===== src/rtl/cheri_mem_port_arbiter.sv =====
// cheri_mem_port_arbiter
// Shares one single-port tightly-coupled SRAM between instruction fetch, data
// and tsmap requesters. tsmap reads have absolute priority and are never
// stalled; instr and data are arbitrated round-robin. The SRAM answers one
// cycle after select, so a single in-flight entry tracks who owns the
// returning row, which word lane to steer out and whether it was out of range.
// Optional feature macro: ARB_PERF_CNT_EN adds two saturating event counters.
module cheri_mem_port_arbiter #(
  parameter int unsigned DataWidth = 33,
  parameter logic [31:0] MemBase   = 32'h200f_0000,
  parameter int unsigned MemRows   = 16384,
  parameter int unsigned TSMapOfs  = 32'h3800,
  localparam int unsigned AW       = $clog2(MemRows),
  localparam int unsigned BeW      = (DataWidth - 1) / 8,
  localparam int unsigned TagW     = DataWidth / 32
) (
  input  logic                 clk_i,
  input  logic                 rst_i,
  input  logic                 instr_req_i,
  input  logic [31:0]          instr_addr_i,
  output logic                 instr_gnt_o,
  output logic                 instr_rvalid_o,
  output logic [31:0]          instr_rdata_o,
  output logic                 instr_err_o,
  input  logic                 data_req_i,
  input  logic                 data_we_i,
  input  logic [3:0]           data_be_i,
  input  logic [31:0]          data_addr_i,
  input  logic [32:0]          data_wdata_i,
  output logic                 data_gnt_o,
  output logic                 data_rvalid_o,
  output logic [32:0]          data_rdata_o,
  output logic                 data_err_o,
  input  logic                 tsmap_cs_i,
  input  logic [15:0]          tsmap_addr_i,
  output logic [31:0]          tsmap_rdata_o,
  output logic                 mem_cs_o,
  output logic                 mem_we_o,
  output logic [AW-1:0]        mem_addr_o,
  output logic [BeW-1:0]       mem_be_o,
  output logic [TagW-1:0]      mem_tag_we_o,
  output logic [DataWidth-1:0] mem_wdata_o,
  input  logic [DataWidth-1:0] mem_rdata_i
`ifdef ARB_PERF_CNT_EN
  ,
  output logic [31:0]          perf_tsmap_stall_o,
  output logic [31:0]          perf_rr_conflict_o
`endif
);

  localparam bit          Wide     = (DataWidth == 65);
  localparam int unsigned RowShift = Wide ? 3 : 2;

  typedef enum logic [1:0] {
    OWN_INSTR = 2'd0,
    OWN_DATA  = 2'd1,
    OWN_TSMAP = 2'd2
  } owner_e;

  // Row index of a byte address relative to the SRAM base.
  function automatic logic [31:0] row_of(input logic [31:0] addr);
    return (addr - MemBase) >> RowShift;
  endfunction

  // Address falls below the base or beyond the last row.
  function automatic logic addr_oor(input logic [31:0] addr);
    logic [31:0] row;
    row = row_of(addr);
    return (addr < MemBase) || (row >= 32'(MemRows));
  endfunction

  // Word lane inside a two-word row; always lane 0 for one-word rows.
  function automatic logic lane_of(input logic [31:0] addr);
    return Wide ? addr[2] : 1'b0;
  endfunction

  // Request-cycle decision (p0) and in-flight entry (p1)
  logic   vld_p0, lane_p0, err_p0, we_p0;
  owner_e owner_p0;
  logic   vld_p1, lane_p1, err_p1, we_p1;
  owner_e owner_p1;

  // Round-robin pointer: 0 favours instr, 1 favours data
  logic   rr_ptr, ptr_nxt;

  // Arbitrate the shared port and build the SRAM command for this cycle.
  always_comb begin
    instr_gnt_o  = 1'b0;
    data_gnt_o   = 1'b0;
    mem_cs_o     = 1'b0;
    mem_we_o     = 1'b0;
    mem_addr_o   = '0;
    mem_be_o     = '0;
    mem_tag_we_o = '0;
    vld_p0       = 1'b0;
    owner_p0     = OWN_INSTR;
    lane_p0      = 1'b0;
    err_p0       = 1'b0;
    we_p0        = 1'b0;
    ptr_nxt      = rr_ptr;
    if (!rst_i) begin
      if (tsmap_cs_i) begin
        mem_cs_o   = 1'b1;
        mem_addr_o = AW'(TSMapOfs) + AW'(tsmap_addr_i);
        vld_p0     = 1'b1;
        owner_p0   = OWN_TSMAP;
      end else if (instr_req_i && (!data_req_i || !rr_ptr)) begin
        instr_gnt_o = 1'b1;
        vld_p0      = 1'b1;
        owner_p0    = OWN_INSTR;
        lane_p0     = lane_of(instr_addr_i);
        err_p0      = addr_oor(instr_addr_i);
        ptr_nxt     = 1'b1;
        if (!err_p0) begin
          mem_cs_o   = 1'b1;
          mem_addr_o = AW'(row_of(instr_addr_i));
        end
      end else if (data_req_i) begin
        data_gnt_o = 1'b1;
        vld_p0     = 1'b1;
        owner_p0   = OWN_DATA;
        lane_p0    = lane_of(data_addr_i);
        err_p0     = addr_oor(data_addr_i);
        we_p0      = data_we_i;
        ptr_nxt    = 1'b0;
        if (!err_p0) begin
          mem_cs_o   = 1'b1;
          mem_we_o   = data_we_i;
          mem_addr_o = AW'(row_of(data_addr_i));
          mem_be_o   = BeW'(data_be_i) << (lane_p0 ? 4 : 0);
          if (data_we_i) begin
            mem_tag_we_o = TagW'(1) << lane_p0;
          end
        end
      end
    end
  end

  // Write row: the data word is replicated into both lanes of a wide row.
  if (Wide) begin : g_wdata_wide
    assign mem_wdata_o = {data_wdata_i[32], data_wdata_i[31:0], data_wdata_i[31:0]};
  end else begin : g_wdata_narrow
    assign mem_wdata_o = data_wdata_i;
  end

  // ---- p0 -> p1: capture the in-flight entry and advance the RR pointer ----
  // Control-only state; reset drops any pending response.
  always_ff @(posedge clk_i) begin
    if (rst_i) begin
      vld_p1   <= 1'b0;
      owner_p1 <= OWN_INSTR;
      lane_p1  <= 1'b0;
      err_p1   <= 1'b0;
      we_p1    <= 1'b0;
      rr_ptr   <= 1'b0;
    end else begin
      vld_p1   <= vld_p0;
      owner_p1 <= owner_p0;
      lane_p1  <= lane_p0;
      err_p1   <= err_p0;
      we_p1    <= we_p0;
      rr_ptr   <= ptr_nxt;
    end
  end

  // Response steering from the returning row
  logic [31:0] rd_word;
  logic        rd_tag;
  logic        instr_hit, data_hit, tsmap_hit;

  assign rd_word   = 32'(mem_rdata_i >> (lane_p1 ? 32 : 0));
  assign rd_tag    = mem_rdata_i[DataWidth-1];

  assign instr_hit = vld_p1 && (owner_p1 == OWN_INSTR) && !rst_i;
  assign data_hit  = vld_p1 && (owner_p1 == OWN_DATA)  && !rst_i;
  assign tsmap_hit = vld_p1 && (owner_p1 == OWN_TSMAP) && !rst_i;

  assign instr_rvalid_o = instr_hit;
  assign instr_err_o    = instr_hit && err_p1;
  assign instr_rdata_o  = (instr_hit && !err_p1) ? rd_word : '0;

  assign data_rvalid_o  = data_hit;
  assign data_err_o     = data_hit && err_p1;
  assign data_rdata_o   = (data_hit && !err_p1 && !we_p1) ? {rd_tag, rd_word} : '0;

  assign tsmap_rdata_o  = tsmap_hit ? mem_rdata_i[31:0] : '0;

`ifdef ARB_PERF_CNT_EN
  // Count cycles where tsmap blocks a requester and where instr and data collide.
  always_ff @(posedge clk_i) begin
    if (rst_i) begin
      perf_tsmap_stall_o <= '0;
      perf_rr_conflict_o <= '0;
    end else begin
      if (tsmap_cs_i && (instr_req_i || data_req_i) && (perf_tsmap_stall_o != '1)) begin
        perf_tsmap_stall_o <= perf_tsmap_stall_o + 32'd1;
      end
      if (instr_req_i && data_req_i && (perf_rr_conflict_o != '1)) begin
        perf_rr_conflict_o <= perf_rr_conflict_o + 32'd1;
      end
    end
  end
`endif

endmodule

===== config.mk =====
export PLATFORM = sky130hd
export DESIGN_NAME = cheri_mem_port_arbiter
export DESIGN_NICKNAME = d
export VERILOG_FILES = /design/src/rtl/cheri_mem_port_arbiter.sv
export SDC_FILE = /design/constraint.sdc
export NUM_CORES = 1
export LEC_CHECK = 0
export CAP_MARGIN = 20
export CORE_AREA = 8 8 117 119
export DETAILED_ROUTE_END_ITERATION = 16
export DIE_AREA = 0 0 125 127
export GPL_ROUTABILITY_DRIVEN = 0
export MAX_ROUTING_LAYER = met4
export PLACE_DENSITY = 0.64
export SLEW_MARGIN = 25
export SYNTH_ARGS = -nofsm -noshare
export SYNTH_HDL_FRONTEND = slang
export SYNTH_SLANG_ARGS = --single-unit

===== constraint.sdc =====
create_clock -name clk_i -period 4.1 [get_ports clk_i]
set_input_delay 0.615 -clock clk_i [delete_from_list [all_inputs] [get_ports clk_i]]
set_output_delay 0.615 -clock clk_i [all_outputs]
set_load 0.02 [all_outputs]

Yosys cells after proc, flatten, opt, wreduce, memory -nomap -nowiden
Cells that the tools add are included.
{"block": "classes", "n_addsub": 3, "n_lt_le_gt_ge": 4, "n_eq_ne": 2, "muxes": 47, "bitwise_logic": 2, "n_reduce_logical": 26}
{"op": "$mux W14", "n": 6}
{"op": "$lt A32 B30 Y1 const B", "n": 2}
{"op": "$mux W32", "n": 2}
{"op": "$sub A32 B30 Y32 const B", "n": 2}
{"op": "$ge A30 B15 Y1 const B", "n": 2}
{"op": "$mux W33", "n": 1}
{"op": "$mux W1", "n": 32}
{"op": "$mux W4", "n": 5}
{"op": "$add A14 B14 Y14 const A", "n": 1}
{"op": "$logic_and A1 B1 Y1", "n": 12}
{"op": "$logic_not A1 Y1", "n": 5}
{"op": "$reduce_or A4 Y1", "n": 1}
{"op": "$logic_or A1 B1 Y1", "n": 3}
{"op": "$reduce_or A3 Y1", "n": 1}
{"op": "$eq A2 B1 Y1 const B", "n": 1}
{"op": "$eq A2 B2 Y1 const B", "n": 1}
{"op": "$logic_not A2 Y1", "n": 1}
{"op": "$mux W2", "n": 1}
{"op": "$not A1 Y1", "n": 2}
{"op": "$reduce_and A2 Y1", "n": 1}
{"op": "$reduce_bool A2 Y1", "n": 1}
{"op": "$reduce_or A2 Y1", "n": 1}
{"block": "totals", "ff_bits": 6, "input_bits": 156, "output_inout_bits": 157, "word_cells": 90}

Logic depth before layout (Yosys ltp)
Gate-level depths: netlist (run 1).
{"block": "depth", "ltp_word": 8, "ltp_mapped": 6, "depth_no_buf": 5}

Worst setup path after synthesis (run 1)
OpenSTA, ideal clock, no wires.
{"block": "synth_timing", "kind": "input to output", "start": "in rst_i", "end": "out instr_rdata_o[10]", "t_arrival_ns": 2.432, "t_required_ns": 3.485, "path_slack_ns": 1.053, "path_stages": 5, "path_buffers": 2, "cell_sequence": "buf_2 > nor4b_1 > nor2b_1 > clkbuf_1 > and2_1"}
{"block": "synth_via", "elab_chain_cells": 4}
{"item": "start, declared", "line_no": "18", "text": "input logic rst_i,"}
{"item": "$logic_not A1 Y1", "line_no": "174", "text": "assign instr_hit = vld_p1 && (owner_p1 == OWN_INSTR) && !rst_i;"}
{"item": "$logic_and A1 B1 Y1", "line_no": "174"}
{"item": "net instr_rvalid_o", "line_no": "22", "text": "output logic instr_rvalid_o,"}
{"item": "$logic_and A1 B1 Y1", "line_no": "180", "text": "assign instr_rdata_o = (instr_hit && !err_p1) ? rd_word : '0;"}
{"item": "$mux W32", "line_no": "180"}
{"item": "end, declared", "line_no": "23", "text": "output logic [31:0] instr_rdata_o,"}
The timed path passes the listed nets, and every way through them passes these cells.

Worst setup path after layout (run 1)
{"block": "layout_timing", "start": "in rst_i", "end": "out mem_addr_o[5]"}
{"block": "layout_via", "elab_chain_cells": 1}
{"item": "$mux W14", "line_no": "101", "text": "if (!rst_i) begin"}
{"item": "end, declared", "line_no": "39", "text": "output logic [AW-1:0] mem_addr_o,"}
No other way between the ends.

==> impl_metrics.toml, run 1 <==
[critical_path]
crit_path_cell_trace = "clkdlybuf4s50_1, or3_4, nor4_4, buf_4, a21o_1, clkdlybuf4s50_1"
cpPeakStageDelay_ns = 0.63
worst_r2r_startpoint = "rr_ptr"
critical_path.slowest_cell = "clkdlybuf4s50_1"
worst-r2r-cell-count = 5
worstPathBufferInverterCount = 3
timing.rr.end = "err_p1"
path_class = "in -> out"
critical_path_cell_count = 6
crit_path_frequent_cell = "clkdlybuf4s50_1"
reg2reg_setup_slack_ns = 2.96
timing.critical_path.to_type = "output pin"
required_ns = 3.48
crit_path_max_fanout = 18
worst_ep_arrival_time_ns = 3.11
start_kind = "input port"
critical-path-top-delay-family = "buffers and inverters"

[cts]
tritoncts.num_buffers = 3
ctsRootBufferMaster = "clkbuf_16"
cts.repair.resized = 0
clkLatencyLatePin_ns = 0.22
clock_tree_from_tritoncts = "done"
post_cts.repair.setup_buffers = 0
cts-hold-fix-buffers = 0
clockBufferDepth = 2
clock_sinks = 6
ctsHtreeMaxLevel = 1
clk_pin_slew_ns = 0.03

[power_and_ir_drop]
peakVddDrop_mv = 0.106
p_leak_nw = 1.63
intPower_mw = 0.350
power_frac_comb_pct = 54.0
power.clock.fraction_pct = 32.4
power_density_nw_per_um2 = 117
netSwitchingFraction_pct = 26.6
switchingPower_mw = 0.127
power.sequential.fraction_pct = 13.5

[synthesis]
synth_cell_type_count = 32
syn-instance-count = 231
syn_area_um2 = 1670
yosys_warnings = 0
ys.flop_type = "dfxtp_1"
synth_sequential_area_ratio_pct = 7.18
synthesis.nets = 388
yosys_register_bits = 6
synth_enable_flop_cells = 0
avgSynthCellArea_um2 = 7.24
async_flop_share_pct = 0

[floorplanning]
std_cell_rows = 40
die_x_um = 125
dieHeight_um = 127
ioPinCount = 313
design.die.area_um2 = 15900
core_area_um2 = 11800
initial_core_utilization_pct = 14.2

[cells_and_area]
most_common_cell_after_layout_fill_and_taps_aside = "clkdlybuf4s50_1"
multiInputGateArea_um2 = 1220
drive_above_1_share_pct = 4.40
fin_area_um2 = 4090
final.fill_count = 1253
finalCoreUtilization_pct = 34.6
insertedDiodeCount = 0
fin_nets = 591
layout_stage_area_growth_over_the_synthesis_result_pct = 144
register_area_um2 = 120
most-common-layout-cells = "clkdlybuf4s50_1, and2_1, a32o_1, a21o_1"

[min_path]
min_from = "rr_ptr"
hold_path_end = "rr_ptr"
min_path_type = "reg -> reg"
hold-path-cell-count = 2

[routing]
ant_nets = 0
detail_route.wirelength_mm = 9.53
first_pass_iters = 4
post-route-drc-count = 0
via_count = 2406
detailedRoute.firstIterationViolations = 43
routedWlPerCell_um = 16.5
drt_via_density = 4.16

[sta]
worst-slew-pin-transition_ns = 0.631
layout_min_cycle_time_ns = 3.72
hold_violations = 0
unrepaired_setup_endpoints_after_global_routing = "false"
fin_worst_skew_ns = 0.00130
total_neg_setup_slack_ns = 0
fmax_mhz = 269
slew_viol_final = 0
relSlewSlack_pct = 57.7
setup_violations = 0
post-route-period-util_pct = 90.8

[grt]
grt_util_all_layers_pct = 11.5
pin_count_of_the_biggest_net_entering_global_routing = 34
grt_first_pass_wirelength_mm = 14.4
grt_overflow_total = 0
grt_antenna_before_repair = 0
first_global_vias = 2716

[placed_design]
port_buffers = 240
placed_cell_area_um2 = 4010
place.detailed.hpwl_mm = 8.39

[job]
max-cap-violations = 0

[run_status]
status = "finished, final reports clean"
[routing by layer]
layer | GRT usage, % | vias to the layer above | share of wire, %
met3 | 4.83 | 24 | 11
met5 | - | - | 0
met4 | 4.51 | 0 | 3.3
met2 | 20.9 | 185 | 49
met1 | 10.5 | 1048 | 37
li1 | - | 1149 | -
[metrics by stage]
step                worst slack, ns  power (mW)  instances  hold slack, ns
CTS                           0.297       0.483        579           0.544
finish                        0.377       0.477        579           0.542
floorplan                      1.05       0.190        231           0.503
global route                  0.163       0.500        579           0.582
detailed placement            0.306       0.326        576           0.539
global placement              0.327       0.322        576           0.521
[synthesized netlist by cell type, types with 2 or more instances]
| master | count | share of area, % |
|---|---|---|
| a32o_1 | 14 | 8.4 |
| nor4b_1 | 3 | 1.6 |
| nor4bb_1 | 2 | 1.2 |
| buf_4 | 35 | 16 |
| a21oi_1 | 2 | 0.60 |
| buf_2 | 2 | 0.60 |
| or4_1 | 2 | 0.90 |
| nor2_1 | 2 | 0.45 |
| nor3b_1 | 2 | 0.90 |
| nand2b_1 | 2 | 0.75 |
| nand2_1 | 2 | 0.45 |
| buf_6 | 2 | 1.3 |
| a21o_1 | 14 | 6.3 |
| nor4_4 | 2 | 2.5 |
| nor2b_1 | 3 | 1.1 |
| and2_1 | 105 | 39 |
| dfxtp_1 | 6 | 7.2 |
| nor3_1 | 2 | 0.60 |
| inv_1 | 7 | 1.6 |
| clkbuf_1 | 10 | 2.2 |
[cells by family (layout without fill, tap and decap cells)]
family | Yosys count | in the layout | share of synthesized area (%)
AND/OR/NAND/NOR | 134 | 134 | 53.8
buffers and inverters | 56 | 257 | 21.5
AO/OA/AOI/OAI | 33 | 33 | 16.3
flip-flops | 6 | 6 | 7.18
adder cells (fa/ha/maj) | 1 | 1 | 0.748
XOR/XNOR | 1 | 1 | 0.524
[sequential cells by signal (all words and copies together), names as in the netlist]
register / cells
rr_ptr: 1
owner_p1: 2
we_p1: 1
err_p1: 1
vld_p1: 1
[how the worst max path moves through the flow]
stage	end	slack [ns]	from
2_1_floorplan	instr_rdata_o[10]	1.05	rst_i
3_3_place_gp	mem_addr_o[6]	0.33	rst_i
3_5_place_dp	mem_addr_o[6]	0.31	rst_i
4_1_cts	mem_addr_o[6]	0.30	rst_i
5_1_grt	instr_rdata_o[2]	0.16	rst_i
6_report	mem_addr_o[5]	0.38	rst_i
[worst min-delay path: stages, from the launching register on]
cell and delay [ns]:
dfxtp_1 0.32, a21oi_1 0.13, nor2_1 0.04
[power by group through the flow]
stage                     combinational, mW  sequential [mW]  clock, mW
after detailed placement              0.260           0.0654          0
after global placement                0.257           0.0650          0
after floorplan                       0.125           0.0642          0
after global routing                  0.274           0.0651      0.160
final                                 0.258           0.0645      0.155
after CTS                             0.261           0.0645      0.157
[layout make-up]
class,count,share of cell area (%)
clock buffer,3,1.84
inverter,7,0.643
multi-input combinational,169,30.0
sequential,6,2.94
tap,147,4.50
timing repair buffer,247,60.1
Power figures use the tool's default switching activity.
==> inputs of run 2 (changes only) <==
- HOLD_SLACK_MARGIN: unset -> 0.05
- SETUP_SLACK_MARGIN: unset -> 0.2
==> run 2 against run 1 <==
  * Critical path depth unchanged
  * Die area unchanged
  * Setup slack got worse by 0.014 ns
  * Maximum frequency decreased by 0.38%
  * Hold slack stayed put
  * Global-route usage did not move
  * Via count is 0.12% higher
  * Largest cell class unchanged
  * Highest routed layer unchanged
==> impl_metrics.toml, run 2 (same netlist as run 1, synthesis figures left out) <==
[cts]
cts-hold-fix-buffers = 0
ctsHtreeMaxLevel = 1
ctsRootBufferMaster = "clkbuf_16"
clockBufferDepth = 2
clk_pin_slew_ns = 0.03
tritoncts.num_buffers = 3
clock_sinks = 6
clkLatencyLatePin_ns = 0.22
clock_tree_from_tritoncts = "done"

[cells_and_area]
most_common_cell_after_layout_fill_and_taps_aside = "clkdlybuf4s50_1"
layout_stage_area_growth_over_the_synthesis_result_pct = 145
largest_register = "owner_p1"
fin_area_um2 = 4090
most-common-layout-cells = "clkdlybuf4s50_1, and2_1, a32o_1, a21o_1"
drive_above_1_share_pct = 4.63
fin_nets = 591
largest_register_ffs = 2
insertedDiodeCount = 0

[critical_path]
path_class = "in -> out"
crit_start = "rst_i"
required_ns = 3.48
crit_path_frequent_cell = "clkdlybuf4s50_1"
crit_path_cell_trace = "clkdlybuf4s50_1, or3_4, nor4_4, buf_4, a21o_1, clkdlybuf4s50_1"
critical_path.slowest_cell = "clkdlybuf4s50_1"
timing.critical_path.to_type = "output pin"
worst-r2r-cell-count = 5
cpPeakStageDelay_ns = 0.64
worst_r2r_startpoint = "rr_ptr"
worst_ep_arrival_time_ns = 3.12
start_kind = "input port"
crit_path_max_fanout = 18

[grt]
grt_first_pass_wirelength_mm = 14.4
grt_util_all_layers_pct = 11.5
grt_antenna_before_repair = 0
grt_overflow_total = 0
first_global_vias = 2716
pin_count_of_the_biggest_net_entering_global_routing = 34

[sta]
worst-slew-pin-transition_ns = 0.630
unrepaired_setup_endpoints_after_global_routing = "false"
setup_violations = 0
total_neg_setup_slack_ns = 0
post-route-period-util_pct = 91.2
fin_worst_skew_ns = 0.00130
slew_viol_final = 0
fmax_mhz = 268
layout_min_cycle_time_ns = 3.74
finalHoldWorstSlack_ns = 0.542
relSlewSlack_pct = 57.8
hold_violations = 0

[floorplanning]
std_cell_rows = 40
core_area_um2 = 11800
dieHeight_um = 127
design.die.area_um2 = 15900
initial_core_utilization_pct = 14.2
die_x_um = 125
ioPinCount = 313

[run_status]
status = "finished, final reports clean"

[job]
max-cap-violations = 0

[routing]
post-route-drc-count = 0
drt_via_density = 4.16
via_count = 2409
ant_nets = 0
detail_route.wirelength_mm = 9.54
detailedRoute.firstIterationViolations = 46
first_pass_iters = 3
routedWlPerCell_um = 16.5

[min_path]
hold-path-cell-count = 2
min_from = "rr_ptr"
min_path_type = "reg -> reg"

[placed_design]
place.detailed.hpwl_mm = 8.39
placed_cell_area_um2 = 4010
port_buffers = 240

[power_and_ir_drop]
fin_total_pwr_mw = 0.477
power_density_nw_per_um2 = 117
p_leak_nw = 1.64
peakVddDrop_mv = 0.106
-- run 2: cell types whose count changed in the layout (fill, tap and decap cells not counted) --
cell	previous run	this run
nor4b_1	3	2
nor4b_2	0	1
-- run 2: through the flow --
stage,instances,util [%],setup WS [ns]
after global placement,576,33.9,0.327
after CTS,579,34.6,0.297
after floorplan,231,-,1.05
after detailed placement,576,33.9,0.306
after global routing,579,34.6,0.279
final,579,34.6,0.362
-- run 2: critical path: cells and delay by family --
| family | cells | cell delay, ns |
|---|---|---|
| AOI/OAI and AO/OA | 1 | 0.19 |
| buffers and inverters | 3 | 1.52 |
| and+or+nand+nor | 2 | 0.79 |
-- run 2: report_power, final --
part	switching, mW	internal [mW]
clock network	0.0298	0.125
logic	0.0944	0.164
registers	0.00285	0.0618
total	0.127	0.350
-- run 2: layout make-up --
cell class,instances,area [um2]
clock buffers,3,75.1
fillers,1253,7720
inverters,7,26.3
multi-input cells,169,1230
flip-flops and latches,6,120
well taps,147,184
repair buffers,247,2450
-- run 2: timing repair --
action,4_1_cts,5_1_grt
setup buffers,0,0
resized for setup,0,1
endpoints found under the setup margin,0,1
-- run 2: worst paths after layout --
check,endpoint,slack (ns)
worst max register to register,err_p1,2.96
worst max-delay path,mem_addr_o[5],0.36
worst min register to register,rr_ptr,0.54
worst min-delay path,rr_ptr,0.54
-- run 2: metal layers --
| metal | routed length [um] | share of wire (%) | up-vias | track usage [%] |
|---|---|---|---|---|
| li1 | - | - | 1148 | - |
| met5 | 0 | 0 | - | - |
| met3 | 1040 | 11 | 24 | 4.83 |
| met2 | 4630 | 49 | 185 | 20.9 |
| met1 | 3540 | 37 | 1052 | 10.5 |
| met4 | 319 | 3.3 | 0 | 4.51 |
==> inputs of run 3 (changes only) <==
- HOLD_SLACK_MARGIN: 0.05 -> 0.1
==> results of run 3 <==
Same layout as run 2: the final DEF is identical, and so are final timing and power.
